==> src/rtl/note_sequencer.sv <==
// Beat-quantised note recorder/player that arbitrates the shared 3-bit note bus
// between the live note switches and a small stored sequence.
module note_sequencer #(
    parameter int unsigned BEAT_DIV = 12500000,
    parameter int unsigned DEPTH    = 16,
    parameter int unsigned AW       = 4
) (
    input  logic          clk,
    input  logic          reset_n,
    input  logic [2:0]    live_note,
    input  logic          rec_btn,
    input  logic          play_btn,
    input  logic          stop_btn,
    input  logic          loop_en,
    output logic [2:0]    note_out,
    output logic [1:0]    state,
    output logic [AW-1:0] step_idx,
    output logic [AW:0]   seq_len,
    output logic          beat_tick
);

    localparam int unsigned CW = (BEAT_DIV > 1) ? $clog2(BEAT_DIV) : 1;

    localparam logic [1:0] ST_IDLE = 2'd0;
    localparam logic [1:0] ST_REC  = 2'd1;
    localparam logic [1:0] ST_PLAY = 2'd2;

    localparam logic [CW-1:0] BEAT_LAST = CW'(BEAT_DIV - 1);
    localparam logic [AW:0]   LEN_FULL  = (AW+1)'(DEPTH);
    localparam logic [AW:0]   LEN_ONE   = (AW+1)'(1);
    localparam logic [AW-1:0] STEP_ONE  = AW'(1);
    localparam logic [CW-1:0] CNT_ONE   = CW'(1);

    logic [1:0]    state_q, state_d;
    logic [AW-1:0] step_q, step_d;
    logic [AW:0]   len_q, len_d;
    logic [2:0]    note_q, note_d;
    logic [CW-1:0] beat_cnt_q, beat_cnt_d;
    logic [2:0]    mem_q [DEPTH];
    logic          beat;
    logic          wr_en;
    logic [AW:0]   step_next_ext;

    always_comb begin
        beat          = (state_q != ST_IDLE) && (beat_cnt_q == BEAT_LAST);
        step_next_ext = {1'b0, step_q} + LEN_ONE;
        state_d       = state_q;
        step_d        = step_q;
        len_d         = len_q;
        wr_en         = 1'b0;
        beat_cnt_d    = (state_q == ST_IDLE || beat) ? '0 : beat_cnt_q + CNT_ONE;
        // Live input overrides playback whenever it is non-silent.
        note_d        = (state_q == ST_PLAY && live_note == 3'd0) ? mem_q[step_q] : live_note;

        case (state_q)
            ST_IDLE: begin
                if (rec_btn) begin
                    state_d = ST_REC;
                    step_d  = '0;
                    len_d   = '0;
                end else if (play_btn && len_q != '0) begin
                    state_d = ST_PLAY;
                    step_d  = '0;
                end
            end
            ST_REC: begin
                if (stop_btn) begin
                    state_d = ST_IDLE;
                    step_d  = '0;
                end else if (beat && len_q < LEN_FULL) begin
                    wr_en  = 1'b1;
                    len_d  = len_q + LEN_ONE;
                    step_d = step_q + STEP_ONE;
                    if (len_d == LEN_FULL) begin
                        state_d = ST_IDLE;
                        step_d  = '0;
                    end
                end
            end
            ST_PLAY: begin
                if (stop_btn) begin
                    state_d = ST_IDLE;
                    step_d  = '0;
                end else if (beat) begin
                    if (step_next_ext == len_q) begin
                        step_d = '0;
                        if (!loop_en) state_d = ST_IDLE;
                    end else begin
                        step_d = step_q + STEP_ONE;
                    end
                end
            end
            default: begin
                state_d = ST_IDLE;
                step_d  = '0;
            end
        endcase

        if (state_d != state_q) beat_cnt_d = '0;
    end

    always_ff @(posedge clk or negedge reset_n) begin
        if (!reset_n) begin
            state_q    <= ST_IDLE;
            step_q     <= '0;
            len_q      <= '0;
            note_q     <= '0;
            beat_cnt_q <= '0;
        end else begin
            state_q    <= state_d;
            step_q     <= step_d;
            len_q      <= len_d;
            note_q     <= note_d;
            beat_cnt_q <= beat_cnt_d;
        end
    end

    // Memory is intentionally not reset; seq_len == 0 marks it invalid.
    always_ff @(posedge clk) begin
        if (wr_en) mem_q[step_q] <= live_note;
    end

    assign note_out  = note_q;
    assign state     = state_q;
    assign step_idx  = step_q;
    assign seq_len   = len_q;
    assign beat_tick = beat;

endmodule

==> config.mk <==
export PLATFORM = sky130hd
export DESIGN_NAME = note_sequencer
export DESIGN_NICKNAME = d
export VERILOG_FILES = /design/src/rtl/note_sequencer.sv
export SDC_FILE = /design/constraint.sdc
export NUM_CORES = 1
export LEC_CHECK = 0
export CAP_MARGIN = 15
export CORE_UTILIZATION = 55
export DETAILED_ROUTE_END_ITERATION = 16
export PLACE_DENSITY = 0.81
export SYNTH_ARGS = -nofsm -noshare
export SYNTH_HDL_FRONTEND = slang
export SYNTH_SLANG_ARGS = --single-unit
==> constraint.sdc <==
create_clock -name clk -period 3.7 [get_ports clk]
set_input_delay 0.925 -clock clk [delete_from_list [all_inputs] [get_ports clk]]
set_output_delay 0.925 -clock clk [all_outputs]
set_load 0.02 [all_outputs]
# Word-level counts from Yosys, hierarchy flattened
# Memories as Yosys holds them, arrays and structs flattened.
# Index checks and enable logic that the tools add are counted.
# word_totals
memories	1
ff_bits	38
wordCells	66
out_inout_bits	15
in_bits	9
mem_bits_ro	0
latchBits	0
mem_bits_rw	48
# mem_list
name	words	word_bits	rd	rd_ports_with_merged_regs	wr	line_no	rtl
mem_q	16	3	1	0	1	39	logic [2:0] mem_q [DEPTH];
# op_classes
order_cmp	1
addsub	4
n_mul	0
eq_ne	12
muxes	31
n_shift	0
n_reduce_logical	12
n_div	0
n_bitwise	0
# op_table
op	n
2-to-1 mux 24 bit	2
2-to-1 mux 4 bit	8
adder 24 x 1 -> 24 bit, second input constant	1
== test 24 bit, second input constant	1
2-to-1 mux 2 bit	9
2-to-1 mux 5 bit	3
one-hot mux 4 bit (3 select lines)	1
one-hot mux 5 bit (2 select lines)	1
inequality test 2 bit, second input constant	3
inequality test 3 bit, second input constant	2
one-hot mux 2 bit (3 select lines)	1
adder 4 x 1 -> 5 bit, second input constant	1
adder 5 x 1 -> 5 bit, second input constant	1
== test 5 bit	1
== test 5 bit, second input constant	1
less-than comparator 5 bit, second input constant	1
2-to-1 mux 1 bit	5
nonzero test 5 bit	1
adder 4 x 1 -> 4 bit, second input constant	1
logical AND 1 bit	4
AND reduction 4 bit	1
nonzero test 2 bit	2
logical NOT 3 bit	1
2-to-1 mux 3 bit	1
7 further kinds	7

# Longest topological paths before layout
# logic_depth
depth_word	8
ltp_mapped	9
ltp_nobuf	8

# Worst setup path before layout
# OpenSTA, ideal clock, no wires.
# synth_timing
kind	register to register
startpoint	register step_q[1] (netlist: step_idx[1])
endpoint	register beat_cnt_q[5]
slack_ns	1.009
arrival_ns	2.552
stages_incl_launch_ff	10
path_buffers	2
period_less_slack_ns	2.691
path_cell_list	dfrtp_1 clkbuf_1 clkbuf_1 inv_1 ha_1 xor2_1 nor3_1 nand4b_2 a211oi_4 nor4_1
# synth_between
elab_chain_cells	8
# synth_rtl
element	line_no	rtl
start: declaration	35	logic [AW-1:0] step_q, step_d;
start signal: assignment	111	step_q <= step_d;
adder 4 x 1 -> 5 bit	46	step_next_ext = {1'b0, step_q} + LEN_ONE;
== test 5 bit	85	if (step_next_ext == len_q) begin
2-to-1 mux 2 bit	85	
2-to-1 mux 2 bit	84	end else if (beat) begin
2-to-1 mux 2 bit	81	if (stop_btn) begin
one-hot mux 2 bit (3 select lines)	55	case (state_q)
inequality test 2 bit	99	if (state_d != state_q) beat_cnt_d = '0;
2-to-1 mux 24 bit	99	
named net beat_cnt_d[5]	38	logic [CW-1:0] beat_cnt_q, beat_cnt_d;
end signal: assignment	114	beat_cnt_q <= beat_cnt_d;
end: declaration	38	
# The timed path passes the listed nets, and every way through them passes these cells.
# A chain may end at the register's enable or synchronous reset.

# Worst setup path in the final report
# layout_timing
startpoint	register state_q[0] (netlist: state[0])
endpoint	output port beat_tick
# layout_between
elab_chain_cells	2
# layout_rtl
element	line_no	rtl
start: declaration	34	logic [1:0] state_q, state_d;
start signal: assignment	110	state_q <= state_d;
nonzero test 2 bit	45	beat = (state_q != ST_IDLE) && (beat_cnt_q == BEAT_LAST);
logical AND 1 bit	45	
end: declaration	19	output logic beat_tick
# Every way passes these cells.

==> results_tabular.tex <==
\begin{tabular}{lr}
\hline
Metric & Value \\
\hline
\multicolumn{2}{l}{\textbf{CTS}} \\
\quad Number of gates resized after CTS & 0 \\
\quad Source-to-sink clock delay at the later pin of the worst-skew pair & 0.35 ns \\
\quad CTS tree & done \\
\quad Post-cts hold buffer count & 0 \\
\quad Number of clock sinks & 86 \\
\quad Number of levels in the clock H-tree & 3 \\
\quad Root Buffer & sky130\_fd\_sc\_hd\_\_clkbuf\_8 \\
\quad Post-CTS Repair Setup Buffers & 0 \\
\quad Number of buffers on the longest clock path & 2 \\
\quad CTS Buf Count & 9 \\
\quad Clock transition at the register clock pins on the worst setup and hold paths after CTS & 0.08 ns \\
\multicolumn{2}{l}{\textbf{Worst setup path}} \\
\quad Worst Path Max Fanout & 14 \\
\quad Data arrival time of the critical path & 2.47 ns \\
\quad Setup crit start & state[0]\$\_DFF\_PN0\_ \\
\quad R2R setup slack & 0.83 ns \\
\quad Critical path required time & 2.77 ns \\
\quad Cells traversed along the worst timing path & inv\_1 -> ha\_2 -> inv\_1 -> nand2b\_1 -> nor3\_4 -> clkdlybuf4s50\_1 \\
\quad Worst stage delay on the critical path & 0.66 ns \\
\quad CP endpoint kind & primary output \\
\quad Worst r2r dst & beat\_cnt\_q[16]\$\_DFF\_PN0\_ \\
\quad Master of the slowest instance on the critical path & sky130\_fd\_sc\_hd\_\_clkdlybuf4s50\_1 \\
\quad Startpoint of the worst register-to-register path & step\_idx[1]\$\_DFFE\_PN0P\_ \\
\quad Critical path launch point type & flop \\
\quad CP Class & reg -> out \\
\quad Reg2reg path depth & 7 \\
\quad Most used cell along the critical path & sky130\_fd\_sc\_hd\_\_inv\_1 \\
\multicolumn{2}{l}{\textbf{Final layout}} \\
\quad Number of cells in the finished layout apart from fillers & 469 \\
\quad Post-route design area & 4690 um2 \\
\quad Number of fill cells in the layout & 542 \\
\quad Signed area change from the synthesized netlist to the final layout & 11.5\% \\
\quad Diode count & 0 \\
\quad Post-layout utilization of the core & 64.0\% \\
\quad Fin nets & 385 \\
\quad Layout cells sized above 1 & 12.2\% \\
\multicolumn{2}{l}{\textbf{Timing}} \\
\quad Final setup violation count & 0 \\
\quad Shortest clock period the worst path allows after layout & 3.39 ns \\
\quad Final hold slack & 0.497 ns \\
\quad Clock skew after layout & 0.0107 ns \\
\quad Min setup slack post-route & 0.306 ns \\
\quad RSZ-0062 raised after global routing & false \\
\quad Final worst-path cycle share & 91.7\% \\
\quad Final-report max-slew violation count & 0 \\
\quad Sum of negative setup slack & 0 ns \\
\quad Max Fclk & 295 MHz \\
\quad Worst rel slew slack & 44.0\% \\
\quad Measured slew at the worst slew-check pin & 0.839 ns \\
\quad Number of hold violations in the final report & 0 \\
\multicolumn{2}{l}{\textbf{Worst hold path}} \\
\quad Worst min-delay path category & reg -> reg \\
\quad Hold Crit Depth & 1 \\
\quad Hold Path Origin & beat\_cnt\_q[0]\$\_DFF\_PN0\_ \\
\quad Destination of the worst hold path & beat\_cnt\_q[0]\$\_DFF\_PN0\_ \\
\multicolumn{2}{l}{\textbf{Yosys}} \\
\quad Synth async-reset ratio & 44.2\% \\
\quad Post-synth design cell area & 4210 um2 \\
\quad Flops \& latches, synth & 86 \\
\quad Total number of yosys warnings & 0 \\
\quad Distinct cell type count of the synthesized netlist & 52 \\
\quad Nets in the synthesized netlist & 360 \\
\quad Post-synth EDFFs & 48 \\
\quad Main synth FF type & sky130\_fd\_sc\_hd\_\_edfxtp\_1 \\
\quad Portion of the post-synthesis area used by sequential elements & 56.9\% \\
\quad Cell count after synthesis & 340 \\
\quad Mean Syn Cell Area & 12.4 um2 \\
\multicolumn{2}{l}{\textbf{Die}} \\
\quad Initial core utilization & 57.4\% \\
\quad Area of the core & 7330 um2 \\
\quad Chip height & 89.5 um \\
\quad X dimension of the die & 89.5 um \\
\quad Die Footprint & 8000 um2 \\
\quad Number of cell rows & 31 \\
\quad \# IOs & 24 \\
\multicolumn{2}{l}{\textbf{Placed design}} \\
\quad Dpl ws & 0.553 ns \\
\quad HPWL after DPL & 5660 um \\
\quad Number of port buffers & 23 \\
\quad GP Congestion & 0.841 \\
\quad Cells after DPL & 453 \\
\quad Post-DP Area & 4520 um2 \\
\multicolumn{2}{l}{\textbf{Power and ir drop}} \\
\quad Leakage dissipation & 1.66 nW \\
\quad Cell area power density & 494 nW/um2 \\
\quad Largest vdd supply drop & 0.000195 V \\
\quad Total chip power & 2.32 mW \\
\multicolumn{2}{l}{\textbf{Global routing}} \\
\quad Vias in the first global route & 2586 \\
\quad Wire length of the first global-routing pass & 12900 um \\
\quad Total Routing Usage GR & 22.5\% \\
\quad Maximum number of pins on one net before global-route repair & 39 \\
\quad Overflow left after global routing & 0 \\
\quad Antenna violations before repair & 0 \\
\multicolumn{2}{l}{\textbf{Route}} \\
\quad Number of nets with antenna violations after detailed routing & 0 \\
\quad DRT Pass-1 Iters & 5 \\
\quad Total wire length after detailed routing & 8110 um \\
\quad Avg WL per Cell & 17.3 um \\
\quad Violation count after the first detailed-route iteration & 172 \\
\quad Via count of the routed design & 2726 \\
\quad Number of design rule violations left after detail routing & 0 \\
\quad Avg Vias per Cell & 5.81 \\
\multicolumn{2}{l}{\textbf{Run}} \\
\quad Maximum capacitance violations & 0 \\
\multicolumn{2}{l}{\textbf{Run status}} \\
\quad Result of the run & finished clean \\
\hline
\end{tabular}
-- worst max-delay path, delay by kind of cell, from the launching register on --
family	cells	cell delay, ns
buf+inv	3	0.93
flops	1	0.46
simple gates	2	0.43
fa+ha+maj	1	0.29
-- per-layer routing --
metal / GRT usage [%] / up-vias / part of all wire (%)
met2: 37.0 / 91 / 51
met3: 6.19 / 9 / 4.8
met1: 29.6 / 1336 / 43
met5: 0 / - / 0
li1: - / 1290 / -
met4: 6.20 / 0 / 1.2
-- how the worst max path moves through the flow --
stage / endpoint / cells past startpoint
finish: beat_tick / 6
global route: beat_tick / 6
CTS: beat_tick / 6
detailed placement: beat_tick / 6
global placement: beat_tick / 6
floorplan: beat_cnt_q[5]$_DFF_PN0_ / 9
-- kinds of logic after synthesis --
| family | Yosys count | synth area share, % |
|---|---|---|
| and+or+nand+nor | 137 | 16.5 |
| adders and majority gates | 11 | 3.27 |
| buffers and inverters | 28 | 2.83 |
| AOI/OAI and AO/OA | 35 | 6.63 |
| DFF | 86 | 56.9 |
| muxes | 15 | 8.03 |
| xor gates and xnor gates | 28 | 5.83 |
-- synthesized netlist by cell type, types with 2 or more instances --
library cell | count | share of area [%]
sky130_fd_sc_hd__o31ai_1 | 4 | 0.71
sky130_fd_sc_hd__xnor2_1 | 19 | 4.0
sky130_fd_sc_hd__a21oi_1 | 5 | 0.59
sky130_fd_sc_hd__o21ai_0 | 5 | 0.59
sky130_fd_sc_hd__edfxtp_1 | 48 | 34
sky130_fd_sc_hd__ha_1 | 11 | 3.3
sky130_fd_sc_hd__nor2_1 | 42 | 3.7
sky130_fd_sc_hd__mux4_2 | 15 | 8.0
sky130_fd_sc_hd__clkbuf_1 | 7 | 0.62
sky130_fd_sc_hd__nand2b_1 | 4 | 0.59
sky130_fd_sc_hd__xor2_1 | 9 | 1.9
sky130_fd_sc_hd__nand3_1 | 13 | 1.5
sky130_fd_sc_hd__nor4_1 | 2 | 0.30
sky130_fd_sc_hd__nor3_1 | 22 | 2.6
sky130_fd_sc_hd__nor2b_1 | 2 | 0.30
sky130_fd_sc_hd__nand2_1 | 29 | 2.6
sky130_fd_sc_hd__dfrtp_1 | 38 | 23
sky130_fd_sc_hd__nand4_1 | 7 | 1.0
sky130_fd_sc_hd__o21a_1 | 2 | 0.36
sky130_fd_sc_hd__a21o_1 | 2 | 0.36
sky130_fd_sc_hd__and3_1 | 5 | 0.74
sky130_fd_sc_hd__inv_1 | 17 | 1.5
sky130_fd_sc_hd__o211ai_1 | 3 | 0.54
-- power by group --
group	total [mW]	switching (mW)	internal, mW
clock	0.588	0.337	0.250
sequential	1.11	0.0623	1.05
combinational	0.620	0.367	0.253
total	2.32	0.767	1.55
-- cells in the final DEF, fill, tap and decap left out, drive strengths merged, types with 6 or more instances in the layout --
master         synthesis  final
inv                   17     20
mux4                  15     15
clkdlybuf4s50          0     22
ha                    11     11
edfxtp                48     48
nand2                 29     29
a21oi                  6      6
nand3                 14     14
nand4                  8      8
nor2                  42     42
dfrtp                 38     38
xnor2                 19     19
clkbuf                 8     10
xor2                   9      9
nor3                  23     23
-- state kept, by name, indices dropped and copies added, names as in the netlist --
signal and count:
mem_q 48, state 2, note_out 3, step_idx 4
seq_len 5, beat_cnt_q 24
-- cell type report --
class                   instances  area, um2  share of cell area [%]
multi-input cells             226       1700                    36.2
clock inverters                 6       45.0                   0.960
flip-flops and latches         86       2390                    51.0
well taps                      99        124                    2.64
clock buffers                  10        128                    2.72
inverters                      17       63.8                    1.36
repair buffers                 25        240                    5.12
No activity file was read; power rests on OpenSTA's default activity.
